File: src/rtl/lms_stream_sched.sv
// Sample-tick scheduler for the LMS noise canceller: primes and pairs the audio/UDP FIFO reads,
// handles underrun stalls and weight flushes. Define LMS_SKEW_CORR_EN to enable one-sample skew drops.
module lms_stream_sched #(
    parameter int LEVEL_W       = 11,
    parameter int PRIME_LEVEL   = 64,
    parameter int RESUME_LEVEL  = 16,
    parameter int SKEW_MAX      = 32,
    parameter int STALL_TIMEOUT = 4096,
    parameter int CNT_W         = 16
) (
    input  logic               audio_clk,
    input  logic               audio_rst,
    input  logic               start,
    input  logic               sample_tick,
    input  logic               aud_empty,
    input  logic [LEVEL_W-1:0] aud_level,
    input  logic               udp_empty,
    input  logic [LEVEL_W-1:0] udp_level,
    output logic               aud_rd_en,
    output logic               udp_rd_en,
    output logic               lms_en,
    output logic               lms_clr,
    output logic [2:0]         state,
    output logic [CNT_W-1:0]   underrun_cnt,
    output logic [CNT_W-1:0]   drop_cnt
);

    typedef enum logic [2:0] {
        S_IDLE  = 3'd0,
        S_PRIME = 3'd1,
        S_RUN   = 3'd2,
        S_STALL = 3'd3,
        S_FLUSH = 3'd4
    } state_t;

    // Levels are compared with two guard bits so level + SKEW_MAX cannot overflow.
    localparam int EXT_W = LEVEL_W + 2;
    localparam int TMR_W = $clog2(STALL_TIMEOUT) + 1;

    localparam logic [EXT_W-1:0] PRIME_L  = EXT_W'(PRIME_LEVEL);
    localparam logic [EXT_W-1:0] RESUME_L = EXT_W'(RESUME_LEVEL);
    localparam logic [EXT_W-1:0] SKEW_L   = EXT_W'(SKEW_MAX);
    localparam logic [EXT_W-1:0] TWO_L    = EXT_W'(2);
    localparam logic [TMR_W-1:0] TMR_LAST = TMR_W'(STALL_TIMEOUT - 1);
    localparam logic [CNT_W-1:0] CNT_MAX  = {CNT_W{1'b1}};

`ifdef LMS_SKEW_CORR_EN
    localparam bit SKEW_EN = 1'b1;
`else
    localparam bit SKEW_EN = 1'b0;
`endif

    state_t           r_state;
    state_t           w_state_nxt;
    logic             r_aud_rd;
    logic             r_udp_rd;
    logic             r_drop_aud;
    logic             r_drop_udp;
    logic             r_lms_en;
    logic             r_lms_clr;
    logic [TMR_W-1:0] r_timer;
    logic [CNT_W-1:0] r_underrun_cnt;
    logic [CNT_W-1:0] r_drop_cnt;

    logic [EXT_W-1:0] w_aud_ext;
    logic [EXT_W-1:0] w_udp_ext;
    logic             w_primed;
    logic             w_resumed;
    logic             w_fifo_ok;
    logic             w_busy;
    logic             w_tick_ok;
    logic             w_skew_aud;
    logic             w_skew_udp;
    logic             w_aud_rd_nxt;
    logic             w_udp_rd_nxt;
    logic             w_drop_aud_nxt;
    logic             w_drop_udp_nxt;
    logic             w_underrun_inc;
    logic             w_drop_inc;
    logic             w_clr_nxt;
    logic [TMR_W-1:0] w_timer_nxt;

    assign w_aud_ext = {2'b00, aud_level};
    assign w_udp_ext = {2'b00, udp_level};
    assign w_primed  = (w_aud_ext >= PRIME_L)  && (w_udp_ext >= PRIME_L);
    assign w_resumed = (w_aud_ext >= RESUME_L) && (w_udp_ext >= RESUME_L);
    assign w_fifo_ok = !aud_empty && !udp_empty;

    // Busy from the paired strobe until any trailing drop strobe has been issued.
    assign w_busy    = r_aud_rd || r_udp_rd || r_drop_aud || r_drop_udp;
    assign w_tick_ok = (r_state == S_RUN) && sample_tick && !w_busy;

    // The drop needs a second word behind the paired one, hence the >= 2 guard.
    assign w_skew_udp = SKEW_EN && (w_udp_ext > w_aud_ext + SKEW_L) && (w_udp_ext >= TWO_L);
    assign w_skew_aud = SKEW_EN && (w_aud_ext > w_udp_ext + SKEW_L) && (w_aud_ext >= TWO_L);

    always_ff @(posedge audio_clk or posedge audio_rst) begin
        if (audio_rst) begin
            r_state <= S_IDLE;
        end else begin
            r_state <= w_state_nxt;
        end
    end

    always_comb begin
        // NOTE: every signal gets a default before the case so no path leaves one unassigned (no latches).
        w_state_nxt    = r_state;
        w_aud_rd_nxt   = 1'b0;
        w_udp_rd_nxt   = 1'b0;
        w_drop_aud_nxt = 1'b0;
        w_drop_udp_nxt = 1'b0;
        w_underrun_inc = 1'b0;
        w_drop_inc     = 1'b0;
        w_timer_nxt    = '0;

        // A drop queued by the previous tick always completes, whatever the state does.
        if (r_drop_aud) begin
            w_aud_rd_nxt = 1'b1;
            w_drop_inc   = 1'b1;
        end
        if (r_drop_udp) begin
            w_udp_rd_nxt = 1'b1;
            w_drop_inc   = 1'b1;
        end

        case (r_state)
            S_IDLE: begin
                if (start) w_state_nxt = S_PRIME;
            end
            S_PRIME: begin
                if (!start)        w_state_nxt = S_IDLE;
                else if (w_primed) w_state_nxt = S_RUN;
            end
            S_RUN: begin
                if (w_tick_ok) begin
                    if (w_fifo_ok) begin
                        w_aud_rd_nxt   = 1'b1;
                        w_udp_rd_nxt   = 1'b1;
                        w_drop_aud_nxt = w_skew_aud;
                        w_drop_udp_nxt = w_skew_udp;
                    end else begin
                        w_underrun_inc = 1'b1;
                        w_state_nxt    = start ? S_STALL : S_IDLE;
                    end
                end else if (!start && !w_busy) begin
                    w_state_nxt = S_IDLE;
                end
            end
            S_STALL: begin
                if (!start)                   w_state_nxt = S_IDLE;
                else if (r_timer == TMR_LAST) w_state_nxt = S_FLUSH;
                else if (w_resumed)           w_state_nxt = S_RUN;
                else                          w_timer_nxt = r_timer + 1'b1;
            end
            S_FLUSH: begin
                w_state_nxt = S_PRIME;
            end
            default: begin
                w_state_nxt = S_IDLE;
            end
        endcase
    end

    assign w_clr_nxt = (w_state_nxt == S_FLUSH);

    always_ff @(posedge audio_clk or posedge audio_rst) begin
        if (audio_rst) begin
            r_aud_rd       <= 1'b0;
            r_udp_rd       <= 1'b0;
            r_drop_aud     <= 1'b0;
            r_drop_udp     <= 1'b0;
            r_lms_en       <= 1'b0;
            r_lms_clr      <= 1'b0;
            r_timer        <= '0;
            r_underrun_cnt <= '0;
            r_drop_cnt     <= '0;
        end else begin
            // NOTE: non-blocking so every register samples pre-edge values, independent of statement order.
            r_aud_rd   <= w_aud_rd_nxt;
            r_udp_rd   <= w_udp_rd_nxt;
            r_drop_aud <= w_drop_aud_nxt;
            r_drop_udp <= w_drop_udp_nxt;
            r_lms_en   <= r_aud_rd && r_udp_rd;
            r_lms_clr  <= w_clr_nxt;
            r_timer    <= w_timer_nxt;
            if (w_underrun_inc && (r_underrun_cnt != CNT_MAX)) begin
                r_underrun_cnt <= r_underrun_cnt + 1'b1;
            end
            if (w_drop_inc && (r_drop_cnt != CNT_MAX)) begin
                r_drop_cnt <= r_drop_cnt + 1'b1;
            end
        end
    end

    assign aud_rd_en    = r_aud_rd;
    assign udp_rd_en    = r_udp_rd;
    assign lms_en       = r_lms_en;
    assign lms_clr      = r_lms_clr;
    assign state        = r_state;
    assign underrun_cnt = r_underrun_cnt;
    assign drop_cnt     = r_drop_cnt;

endmodule

File: config.mk
export PLATFORM = sky130hd
export DESIGN_NAME = lms_stream_sched
export DESIGN_NICKNAME = d
export VERILOG_FILES = /design/src/rtl/lms_stream_sched.sv
export SDC_FILE = /design/constraint.sdc
export NUM_CORES = 1
export LEC_CHECK = 0
export ABC_AREA = 1
export BUFFER_PORTS_ARGS = -buffer_cell sky130_fd_sc_hd__buf_2
export CAP_MARGIN = 0
export CORE_MARGIN = 4
export CORE_UTILIZATION = 55
export DETAILED_ROUTE_END_ITERATION = 8
export GPL_TIMING_DRIVEN = 0
export PLACE_DENSITY = 0.88
export SYNTH_ARGS = -nofsm -noshare
export SYNTH_HDL_FRONTEND = slang
export SYNTH_SLANG_ARGS = --single-unit
File: constraint.sdc
create_clock -name audio_clk -period 4.6 [get_ports audio_clk]
set_clock_uncertainty 0.2 [all_clocks]
set_input_delay 0.92 -clock audio_clk [delete_from_list [all_inputs] [get_ports audio_clk]]
set_output_delay 0.92 -clock audio_clk [all_outputs]
set_load 0.02 [all_outputs]
# --- After elaboration in Yosys (flattened, before gate mapping) ---
# Index checks and enable logic that the tools add are counted.
word_totals:
  mem_count: 0
  mem_bits_ro: 0
  in_bits: 28
  output_inout_bits: 39
  latch_bits: 0
  elab_cells: 52
  ram_bits: 0
  register_bits: 35
op_classes:
  mul: 0
  n_shift: 0
  div_mod_pow: 0
  n_addsub: 2
  n_eq_ne: 7
  bitwise_logic: 0
  muxes: 21
  magnitude_cmp: 4
  reduce_logical: 12
ops:
  columns: ["operator", "n"]
  rows:
  - ["$mux W13", 4]
  - ["$mux W3", 9]
  - ["$ge A11 B5 Y1 const B", 2]
  - ["$ge A11 B7 Y1 const B", 2]
  - ["$add A16 B1 Y16 const B", 1]
  - ["$ne A16 B16 Y1 const B", 1]
  - ["$pmux W3 S5", 1]
  - ["$add A13 B1 Y13 const B", 1]
  - ["$eq A13 B12 Y1 const B", 1]
  - ["$logic_and A1 B1 Y1", 7]
  - ["$eq A3 B2 Y1 const B", 2]
  - ["$eq A3 B3 Y1 const B", 2]
  - ["$mux W1", 6]
  - ["$logic_not A1 Y1", 4]
  - ["$eq A3 B1 Y1 const B", 1]
  - ["$logic_not A3 Y1", 1]
  - ["$mux W2", 1]

# --- Longest topological paths before layout ---
# Gate-level depths: netlist (run 1).
depth:
  ltp_word: 7
  ltp_mapped: 9
  ltp_nobuf: 9

# --- Least setup slack after synthesis (run 1) ---
# OpenSTA, ideal clock, no wires.
synth_path:
  kind: "input to register"
  startpoint: "input port sample_tick"
  endpoint: "register r_underrun_cnt[1], in the netlist underrun_cnt[1]"
  setup_ns: 0.117
  arrival_time_ns: 1.662
  required_ns: 4.283
  path_buffers: 2
  path_stages: 9
  setup_slack_ns: 2.621
  cell_sequence: "inv_1 nor2_1 nand2_2 nor2_4 nand2_2 buf_6 buf_12 nand2_1 nand2_1"
synth_between:
  elab_chain_cells: 5
synth_rtl:
  columns: ["element", "line", "rtl"]
  rows:
  - ["start: declaration", "14", "input logic sample_tick,"]
  - ["$logic_and A1 B1 Y1 (2 in a row)", "91", "assign w_tick_ok = (r_state == S_RUN) && sample_tick && !w_busy;"]
  - ["$mux W1", "135", "if (w_tick_ok) begin"]
  - ["$mux W1", "126", "case (r_state)"]
  - ["$logic_and A1 B1 Y1", "186", "if (w_underrun_inc && (r_underrun_cnt != CNT_MAX)) begin"]
  - ["end signal: assignment", "187", "r_underrun_cnt <= r_underrun_cnt + 1'b1;"]
  - ["end: declaration", "62", "logic [CNT_W-1:0] r_underrun_cnt;"]
# No other way between the ends.
# A chain may end at the register's enable or synchronous reset.

# --- Worst setup path in the final report (run 1) ---
layout_path:
  startpoint: "register r_state[2], in the netlist state[2]"
  endpoint: "output port state[2]"
layout_rtl:
  columns: ["element", "line", "rtl"]
  rows:
  - ["start: declaration", "53", "state_t r_state;"]
  - ["start signal: assignment", "101", "r_state <= w_state_nxt;"]
  - ["end: declaration", "23", "output logic [2:0] state,"]
# No word-level cell between the ends.

==> impl_metrics.toml, run 1 <==
[pwr]
p_clk_frac = 0.315
p_per_area_nw_per_um2 = 302
internal-power_uw = 534
p_total_uw = 786
combPwrFrac = 0.230
power.leakage_nw = 1.39
pwr-share-seq = 0.455
vdd_drop_max_mv = 0.229
swShare = 0.321
power_switching_uw = 252

[yosys]
yosysSeqAreaShare = 0.402
yosys.area_share.simple = 0.356
yosysWarnings = 0
synth_compound_area_frac = 0.0195
ys_ff_latch = 35
syn-instance-count = 296
yosysTopAreaCellShare = 0.402
synth_top_family_by_area = "simple AND/OR/NAND/NOR gates"
synth.largest_area_cell = "dfrtp_1"
synthMuxAreaShare = 0
synth-adder-area-share = 0.0115
syn_avg_cell_area_sq_um = 7.37
netlist_area_sq_um = 2180
synth_area_leaders = "dfrtp_1, nand2_1, inv_1"
synth.distinct_cells = 26
synthXorXnorAreaFrac = 0.0602

[floorplan]
initial_core_util = 0.583
fp.coreArea_sq_um = 3740
die_h_um = 71.0
num_rows = 22
die-width_um = 71.0
dieArea_sq_um = 5040
io_pins = 67

[finish]
drive_above_1_share = 0.247
layout_commonest_cell = "nand2_1"
area_delta_synth_final_pct = 19.6
n_antenna_cell = 0
regArea_sq_um = 876
multiInputGateArea_sq_um = 1040
layout_common_cells = "nand2_1, buf_2, inv_1, dfrtp_1, nor2_1"
layout.nets = 390
n_fill_cell = 313

[detailed_routing]
num_vias = 1977
drtIter0Drc = 118
vias_per_cell = 4.83
wl_per_cell_um = 10.9
wirelength_um = 4460
drt-pass1-iter-count = 4
ant_nets = 0
drc = 0

[cts]
cts_resized = 0
cts_max_path_buffers = 2
cts_root_buf = "clkbuf_8"
cts_max_level = 2
cts_setup_buffers = 0
ctsHoldBuffers = 0
cts.clk_slew.worst_paths_ns = 0.07
cts_tree = "done"
clock_sinks = 35
clk_latency_ns = 0.29
cts_buffers = 5

[worst_setup_path]
cp-start-kind = "register"
crit_chain = "buf_2"
cp_slowest_cell = "dfrtp_1"
critPathCaptureType = "primary output"
critPathMaxFanout = 8
slowest_delay_ns = 0.50
crit_arrival_ns = 1.01
critical_path_buf_inv_count = 1
cpLargestDelayFamily = "flip-flops"
critPathKind = "reg -> out"
crit_required_ns = 3.48

[timing]
period_minus_slack_ns = 2.13
final_max_slew_viol_count = 0
finalCritPeriodShare = 0.463
hold_viol_final = 0
setup_viol_count_final = 0
max_freq_mhz = 469
fin_setup_tns_ns = 0
grt_setup_unrepaired = "no"
slew_headroom = 0.524
tightest_slew_ns = 0.712

[global_routing]
grt_max_degree = 36
grt-ovfl-total = 0
grt_pass1_wl_um = 7750
grt_usage = 0.190
grt_pass1_vias = 1919
antenna_found_initial = 0

[placed_design]
place.gp.congestion = 0.909
io_buffers = 42
dp_hpwl_um = 3450

[outcome]
status = "completed"

[job]
maxCapViolCount = 0

[min_path]
hold_path_class = "reg -> reg"
==> power by group through the flow <==
stage / Clock, mW / Combinational (mW) / Sequential, mW
floorplan: 0 / 0.109 / 0.386
global placement: 0 / 0.176 / 0.363
detailed placement: 0 / 0.182 / 0.364
CTS: 0.256 / 0.183 / 0.358
global route: 0.269 / 0.199 / 0.363
finish: 0.247 / 0.181 / 0.358
==> sequential cells by signal, indices dropped and copies added, names as in the netlist <==
name and count:
lms_clr 1, lms_en 1, r_timer 13, state 3, udp_rd_en 1, underrun_cnt 16
==> worst paths after layout <==
path | from | cells after the start | to | slack [ns]
worst max-delay path | state[2] | 1 | state[2] | 2.47
worst min-delay path | udp_rd_en | 0 | lms_en | 0.25
worst max register to register | r_timer[0] | 7 | r_timer[10] | 2.63
worst min register to register | udp_rd_en | 0 | lms_en | 0.25
max in group asynchronous | audio_rst | 2 | underrun_cnt[6] | 3.20
min in group asynchronous | audio_rst | 2 | state[1] | 0.54
==> through the flow <==
stage                     std cells  utilization  hold slack (ns)  cell area, sq um  worst slack [ns]
after CTS                       409        0.697            0.247              2610              2.47
final                           409        0.697            0.246              2610              2.47
after floorplan                 311            -            0.233              2240              2.62
after global placement          401        0.670            0.231              2510              2.26
after global routing            409        0.697            0.272              2610              2.41
after detailed placement        401        0.670            0.232              2510              2.21
==> cell usage after synthesis <==
cell / n
nor2_2: 1
nor3_1: 19
buf_12: 1
inv_2: 2
xnor2_1: 7
o21ai_0: 3
nand4_1: 7
ha_1: 2
dfrtp_1: 35
nand3b_1: 1
nor2_4: 2
nand3_1: 13
a21oi_1: 3
buf_4: 18
buf_6: 1
conb_1: 1
nand2_2: 10
inv_1: 39
nor2_1: 28
nor3_2: 3
buf_2: 1
o21ai_1: 1
o211ai_1: 1
nor4_1: 2
xor2_1: 8
nand2_1: 87
==> final cells by class <==
type	count	share of cell area
inverters	41	0.0590
well taps	48	0.0230
plain buffers	21	0.0657
clock buffers	8	0.0384
flip-flops and latches	35	0.336
repair buffers	42	0.0806
multi-input cells	214	0.397
==> kinds of logic after synthesis <==
group,after synthesis
flip-flops,35
buffers and inverters,62
AO/OA/AOI/OAI,8
other,1
AND/OR/NAND/NOR,173
adder cells (fa/ha/maj),2
XOR/XNOR,15
==> routing by layer <==
metal | GRT usage | share of wire | vias to the layer above | wire length [um]
li1 | - | - | 1016 | -
met1 | 0.209 | 0.41 | 896 | 1840
met2 | 0.345 | 0.51 | 63 | 2300
met3 | 0.0639 | 0.071 | 2 | 315
met4 | 0.0543 | 0.0018 | 0 | 8
met5 | 0 | 0 | - | 0
No activity file was read; power rests on OpenSTA's default activity.
==> run 2: changes to the inputs <==
--- a/config.mk
+++ b/config.mk
@@ -5,14 +5,14 @@
 export SDC_FILE = /design/constraint.sdc
 export NUM_CORES = 1
 export LEC_CHECK = 0
-export ABC_AREA = 1
+export ABC_AREA = 0
 export BUFFER_PORTS_ARGS = -buffer_cell sky130_fd_sc_hd__buf_2
 export CAP_MARGIN = 0
 export CORE_MARGIN = 4
-export CORE_UTILIZATION = 55
+export CORE_UTILIZATION = 45
 export DETAILED_ROUTE_END_ITERATION = 8
 export GPL_TIMING_DRIVEN = 0
-export PLACE_DENSITY = 0.88
+export PLACE_DENSITY = 0.79
 export SYNTH_ARGS = -nofsm -noshare
 export SYNTH_HDL_FRONTEND = slang
 export SYNTH_SLANG_ARGS = --single-unit
==> constraint.sdc (replaced) <==
create_clock -name audio_clk -period 1.7 [get_ports audio_clk]
set_clock_uncertainty 0.2 [all_clocks]
set_input_delay 0.34 -clock audio_clk [delete_from_list [all_inputs] [get_ports audio_clk]]
set_output_delay 0.34 -clock audio_clk [all_outputs]
set_load 0.02 [all_outputs]
==> run 2 against run 1 <==
  * The flow now finishes with violations (negative setup slack)
  * Non-clock buffer count increased by 26
  * Cell count decreased by 21%
  * Sequential power increased to 2.7 times the previous value
  * Synthesized area decreased by 13%
  * Critical path depth increased by 4
  * Critical path type is now reg -> reg
  * Largest power group unchanged
==> impl_metrics.toml, run 2 <==
[outcome]
status = "complete, but fails checks"
violations = "negative setup slack"

[timing]
hold_ws_ns = 0.139
hold_viol_final = 0
grt_setup_unrepaired = "yes"
setup_viol_count_final = 12
period_minus_slack_ns = 1.88
finalWorstSetupSlack_ns = -0.179
finalCritPeriodShare = 1.11
max_freq_mhz = 532
final_max_slew_viol_count = 0

[cts]
clock_sinks = 35
cts_tree = "done"
cts_root_buf = "clkbuf_8"
cts_max_level = 2
cts.clk_slew.worst_paths_ns = 0.07
cts_max_path_buffers = 2
cts_buffers = 5
clk_latency_ns = 0.29

[worst_setup_path]
cp-start-kind = "register"
critPathKind = "reg -> reg"
critPathMaxFanout = 6
critPathCaptureType = "register"
crit_required_ns = 1.71
crit_arrival_ns = 1.89

[finish]
layout.nets = 302
post-route-cell-area_sq_um = 2850
layout_common_cells = "buf_2, buf_4, xor2_1, dfrtp_1, conb_1"
largest_register_ffs = 16
drive_above_1_share = 0.524
finalNonFillerCells = 323
n_antenna_cell = 0
layout_commonest_cell = "buf_2"
area_delta_synth_final_pct = 49.8

[global_routing]
antenna_found_initial = 0
grt_usage = 0.163
grt_pass1_vias = 1468
grt_pass1_wl_um = 6620
grt_max_degree = 36
grt-ovfl-total = 0

[detailed_routing]
drtIter0Drc = 92
drc = 0
drt-pass1-iter-count = 4
vias_per_cell = 5.00
wirelength_um = 4370
ant_nets = 0
wl_per_cell_um = 13.5
num_vias = 1616

[yosys]
synth-edff-count = 0
syn-instance-count = 181
synth.most_common_cell = "dfrtp_1"
yosysWarnings = 0
ys.flop_type = "dfrtp_1"
syn_avg_cell_area_sq_um = 10.5
ys_top_cells_by_count = "dfrtp_1, xor2_1, buf_4"
yosysSeqAreaShare = 0.461
ys_ff_latch = 35
synth_area_leaders = "dfrtp_1, xor2_1, buf_4"
netlist_area_sq_um = 1900
synth.largest_area_cell = "dfrtp_1"
synth.distinct_cells = 41
async_flop_share = 1.00
yosysTopAreaCellShare = 0.461

[pwr]
power.leakage_nw = 1.41
p_per_area_nw_per_um2 = 813
p_total_mw = 2.31
vdd_drop_max_mv = 0.964

[floorplan]
dieArea_sq_um = 5320
die-width_um = 73.0
num_rows = 23
initial_core_util = 0.471
fp.coreArea_sq_um = 4030
die_h_um = 73.0
io_pins = 67

[min_path]
hold_path_class = "in -> reg"

[placed_design]
dp_hpwl_um = 2700
dp_cells = 288
place_area_sq_um = 2280
io_buffers = 42
place.gp.congestion = 0.715

[job]
maxCapViolCount = 0
run 2: final timing paths:
path                            from              end  slack (ns)  depth (start not counted)
max                         state[2]  underrun_cnt[9]       -0.18                          5
min                            start         state[0]        0.14                          3
max reg2reg                 state[2]  underrun_cnt[9]       -0.18                          5
min reg2reg                udp_rd_en           lms_en        0.27                          0
max in group asynchronous  audio_rst        udp_rd_en        0.56                          4
min in group asynchronous  audio_rst  underrun_cnt[5]        0.31                          3
run 2: where the power goes:
part | internal (mW) | leakage (nW) | switching [mW]
clock | 0.586 | 0.0654 | 0.301
combinational | 0.231 | 0.882 | 0.238
sequential | 0.888 | 0.458 | 0.0677
total | 1.71 | 1.41 | 0.608
run 2: routing by layer:
metal / vias to the layer above / GRT usage / wire length, um
met2: 31 / 0.277 / 2320
met3: 5 / 0.0592 / 238
li1: 795 / - / -
met4: 0 / 0.0492 / 45
met1: 785 / 0.193 / 1760
met5: - / 0 / 0
run 2: critical path, stage by stage, from the launching register on:
cell and delay [ns]:
dfrtp_2 0.45, nor4b_4 0.28, buf_4 0.18, nand4b_4 0.19
nor4b_2 0.30, xor2_1 0.18
run 2: cells by family (layout without fill, tap and decap cells):
logic type	count (synthesis)	after routing	synth area share
AO/OA/AOI/OAI	10	10	0.0408
XOR/XNOR	25	25	0.115
adder cells (fa/ha/maj)	2	2	0.0132
buffers and inverters	23	100	0.0804
flip-flops	35	35	0.461
multiplexers	1	1	0.00790
other	1	16	0.00197
AND/OR/NAND/NOR	84	84	0.279
run 2: cell type report:
| cell class | count | area [sq um] |
|---|---|---|
| buffer | 20 | 158 |
| clock buffer | 6 | 72.6 |
| clock inverter | 2 | 60.1 |
| fill | 273 | 1180 |
| inverter | 3 | 11.3 |
| multi-input combinational | 138 | 1140 |
| sequential | 35 | 895 |
| tap | 50 | 62.6 |
| timing repair buffer | 69 | 447 |
run 2: repair_timing:
item                       in CTS  in global routing
hold buffers                    0                  1
buffers inserted               11                 15
hold endpoints to repair        0                  8
pin swaps                       7                 11
setup endpoints to repair      28                 29
resized for setup              16                 34
cloned                          0                  1
run 2: per-stage QoR:
stage / util / worst slack [ns] / TNS [ns]
5_1_grt: 0.706 / -0.286 / -2.15
6_report: 0.706 / -0.179 / -0.946
4_1_cts: 0.637 / -0.109 / -0.963
3_3_place_gp: 0.565 / -0.222 / -7.23
3_5_place_dp: 0.565 / -0.251 / -8.31
2_1_floorplan: - / -0.119 / -0.207
==> run 3: changes to the inputs <==
--- a/config.mk
+++ b/config.mk
@@ -8,11 +8,13 @@
 export ABC_AREA = 0
 export BUFFER_PORTS_ARGS = -buffer_cell sky130_fd_sc_hd__buf_2
 export CAP_MARGIN = 0
+export CORE_ASPECT_RATIO = 1.5
 export CORE_MARGIN = 4
 export CORE_UTILIZATION = 45
 export DETAILED_ROUTE_END_ITERATION = 8
 export GPL_TIMING_DRIVEN = 0
 export PLACE_DENSITY = 0.79
+export SETUP_SLACK_MARGIN = 0.15
 export SYNTH_ARGS = -nofsm -noshare
 export SYNTH_HDL_FRONTEND = slang
 export SYNTH_SLANG_ARGS = --single-unit
==> run 3 against run 2 <==
  * Via count grew 6.3%
  * Setup slack is essentially flat
  * Clock-buffer cell count grew 2
  * Sequential share of layout area shrank 2.5 points
  * Cell count grew 1.9%
  * Sequential cell count is the same
  * Die area grew 0.41%
  * Largest power group unchanged
  * Wire length grew 23%
  * Sequential power grew 0.7%
  * Critical endpoint is now underrun_cnt[1]
  * The run still ends with negative setup slack left
  * Largest cell class unchanged
  * Combinational power grew 11%
==> impl_metrics.toml, run 3 (same netlist as run 2, synthesis figures left out) <==
[timing]
hold_viol_final = 0
setup_viol_count_final = 13
final_max_slew_viol_count = 0
slew_headroom = 0.480
finalWorstSetupSlack_ns = -0.179
finalCritPeriodShare = 1.11
hold_ws_ns = 0.139
period_minus_slack_ns = 1.88
tightest_slew_ns = 0.776
grt_setup_unrepaired = "yes"
fin_setup_tns_ns = -1.44
max_freq_mhz = 532

[detailed_routing]
wl_met2_um = 3080
wl_met1_um = 1910
drtIter0Drc = 76
wirelength_um = 5370
vias_per_cell = 5.22
wl_per_cell_um = 16.3
routed.top_layer = "met4"
drt-pass1-iter-count = 4
drc = 0
ant_nets = 0
wl_met3_um = 200
num_vias = 1717

[floorplan]
die_h_um = 87.6
die-width_um = 61.0
io_pins = 67
dieArea_sq_um = 5350
fp.coreArea_sq_um = 4030
initial_core_util = 0.471
num_rows = 28

[global_routing]
grt_max_degree = 36
grt_usage = 0.195
grt_pass1_vias = 1735
grt_pass1_wl_um = 7830
grt-ovfl-total = 0
antenna_found_initial = 0

[worst_setup_path]
critPathKind = "reg -> reg"
cpMostUsedCell = "buf_4"
cp_slowest_cell = "dfrtp_2"
critPathMaxFanout = 6
rr_startpoint = "state[0]"
critical_path_buf_inv_count = 2
crit_arrival_ns = 1.85
crit_path_start = "state[0]"
cpLargestDelayFamily = "simple AND/OR/NAND/NOR gates"
crit_chain = "nor4b_4 > buf_4 > buf_4 > nand2_4 > nor2_4 > mux2_4"
cp-start-kind = "register"
critPathCaptureType = "register"
slowest_delay_ns = 0.44
crit_required_ns = 1.68

[outcome]
status = "complete, but fails checks"
violations = "negative setup slack"

[finish]
layout_common_cells = "buf_4, buf_2, xor2_1, dfrtp_1, dfrtp_2"
n_antenna_cell = 0
layout_commonest_cell = "buf_4"
drive_above_1_share = 0.620
layout.nets = 313
area_delta_synth_final_pct = 63.0
n_fill_cell = 273
postLayoutCoreUtil = 0.768
largest_register_ffs = 16

[cts]
cts_tree = "done"
cts_max_level = 2
cts_max_path_buffers = 2
cts.clk_slew.worst_paths_ns = 0.07
cts_buffers = 5
cts_root_buf = "clkbuf_8"
clock_sinks = 35
clk_latency_ns = 0.29

[min_path]
hold_path_class = "in -> reg"
min_from = "sample_tick"

[pwr]
p_per_area_nw_per_um2 = 700
power.leakage_nw = 1.45
vdd_drop_max_mv = 1.02

[job]
maxCapViolCount = 0

[placed_design]
place.gp.congestion = 0.778
io_buffers = 42
dp_hpwl_um = 2980
-- run 3: changes by cell type in the layout (fill, tap and decap cells not counted), sizes merged --
cell      delta
clkinvlp     +2
clkinv       -1
clkbuf       +2
buf         +10
bufinv       -2
-- run 3: repair_timing --
action / CTS / global route
hold buffers: 1 / 0
setup endpoints to repair: 46 / 50
setup buffers: 24 / 10
cloned: 2 / 1
pin swaps: 7 / 15
hold endpoints to repair: 35 / 0
gates resized for setup: 47 / 40
-- run 3: power by group --
part	switching [mW]	leakage (nW)	internal, mW
Sequential	0.0736	0.455	0.890
Clock	0.314	0.0515	0.370
Combinational	0.254	0.946	0.265
Total	0.642	1.45	1.53
-- run 3: metrics by stage --
step	instance area [sq um]	setup slack (ns)	cells	power, mW
final	3100	-0.179	329	2.17
after global routing	3100	-0.280	329	2.27
after CTS	2830	-0.154	318	2.10
after detailed placement	2300	-0.242	283	1.36
after global placement	2300	-0.205	283	1.35
after floorplan	2040	-0.119	196	1.25
-- run 3: layout make-up --
type,count,area [sq um],area share
Buffer,20,169,0.0546
Clock buffer,8,100,0.0323
Inverter,3,15.0,0.00485
Multi-Input combinational cell,138,1280,0.414
Sequential cell,35,897,0.290
Tap cell,45,56.3,0.0182
Timing Repair Buffer,79,572,0.185
Timing Repair inverter,1,5.00,0.00162
-- run 3: per-layer routing --
layer | vias to the layer above | global-route usage
met3 | 17 | 0.0369
met4 | 0 | 0.0947
li1 | 810 | -
met2 | 46 | 0.335
met5 | - | 0
met1 | 844 | 0.224
-- run 3: path summary, 6_finish.rpt --
kind / endpoint / slack [ns] / cells after the start
setup / recovery: underrun_cnt[1] / -0.18 / 6
min in group asynchronous: underrun_cnt[10] / 0.42 / 3
hold / removal: udp_rd_en / 0.14 / 2
hold reg to reg: lms_en / 0.27 / 0
max in group asynchronous: underrun_cnt[4] / 0.39 / 3
setup reg to reg: underrun_cnt[1] / -0.18 / 6
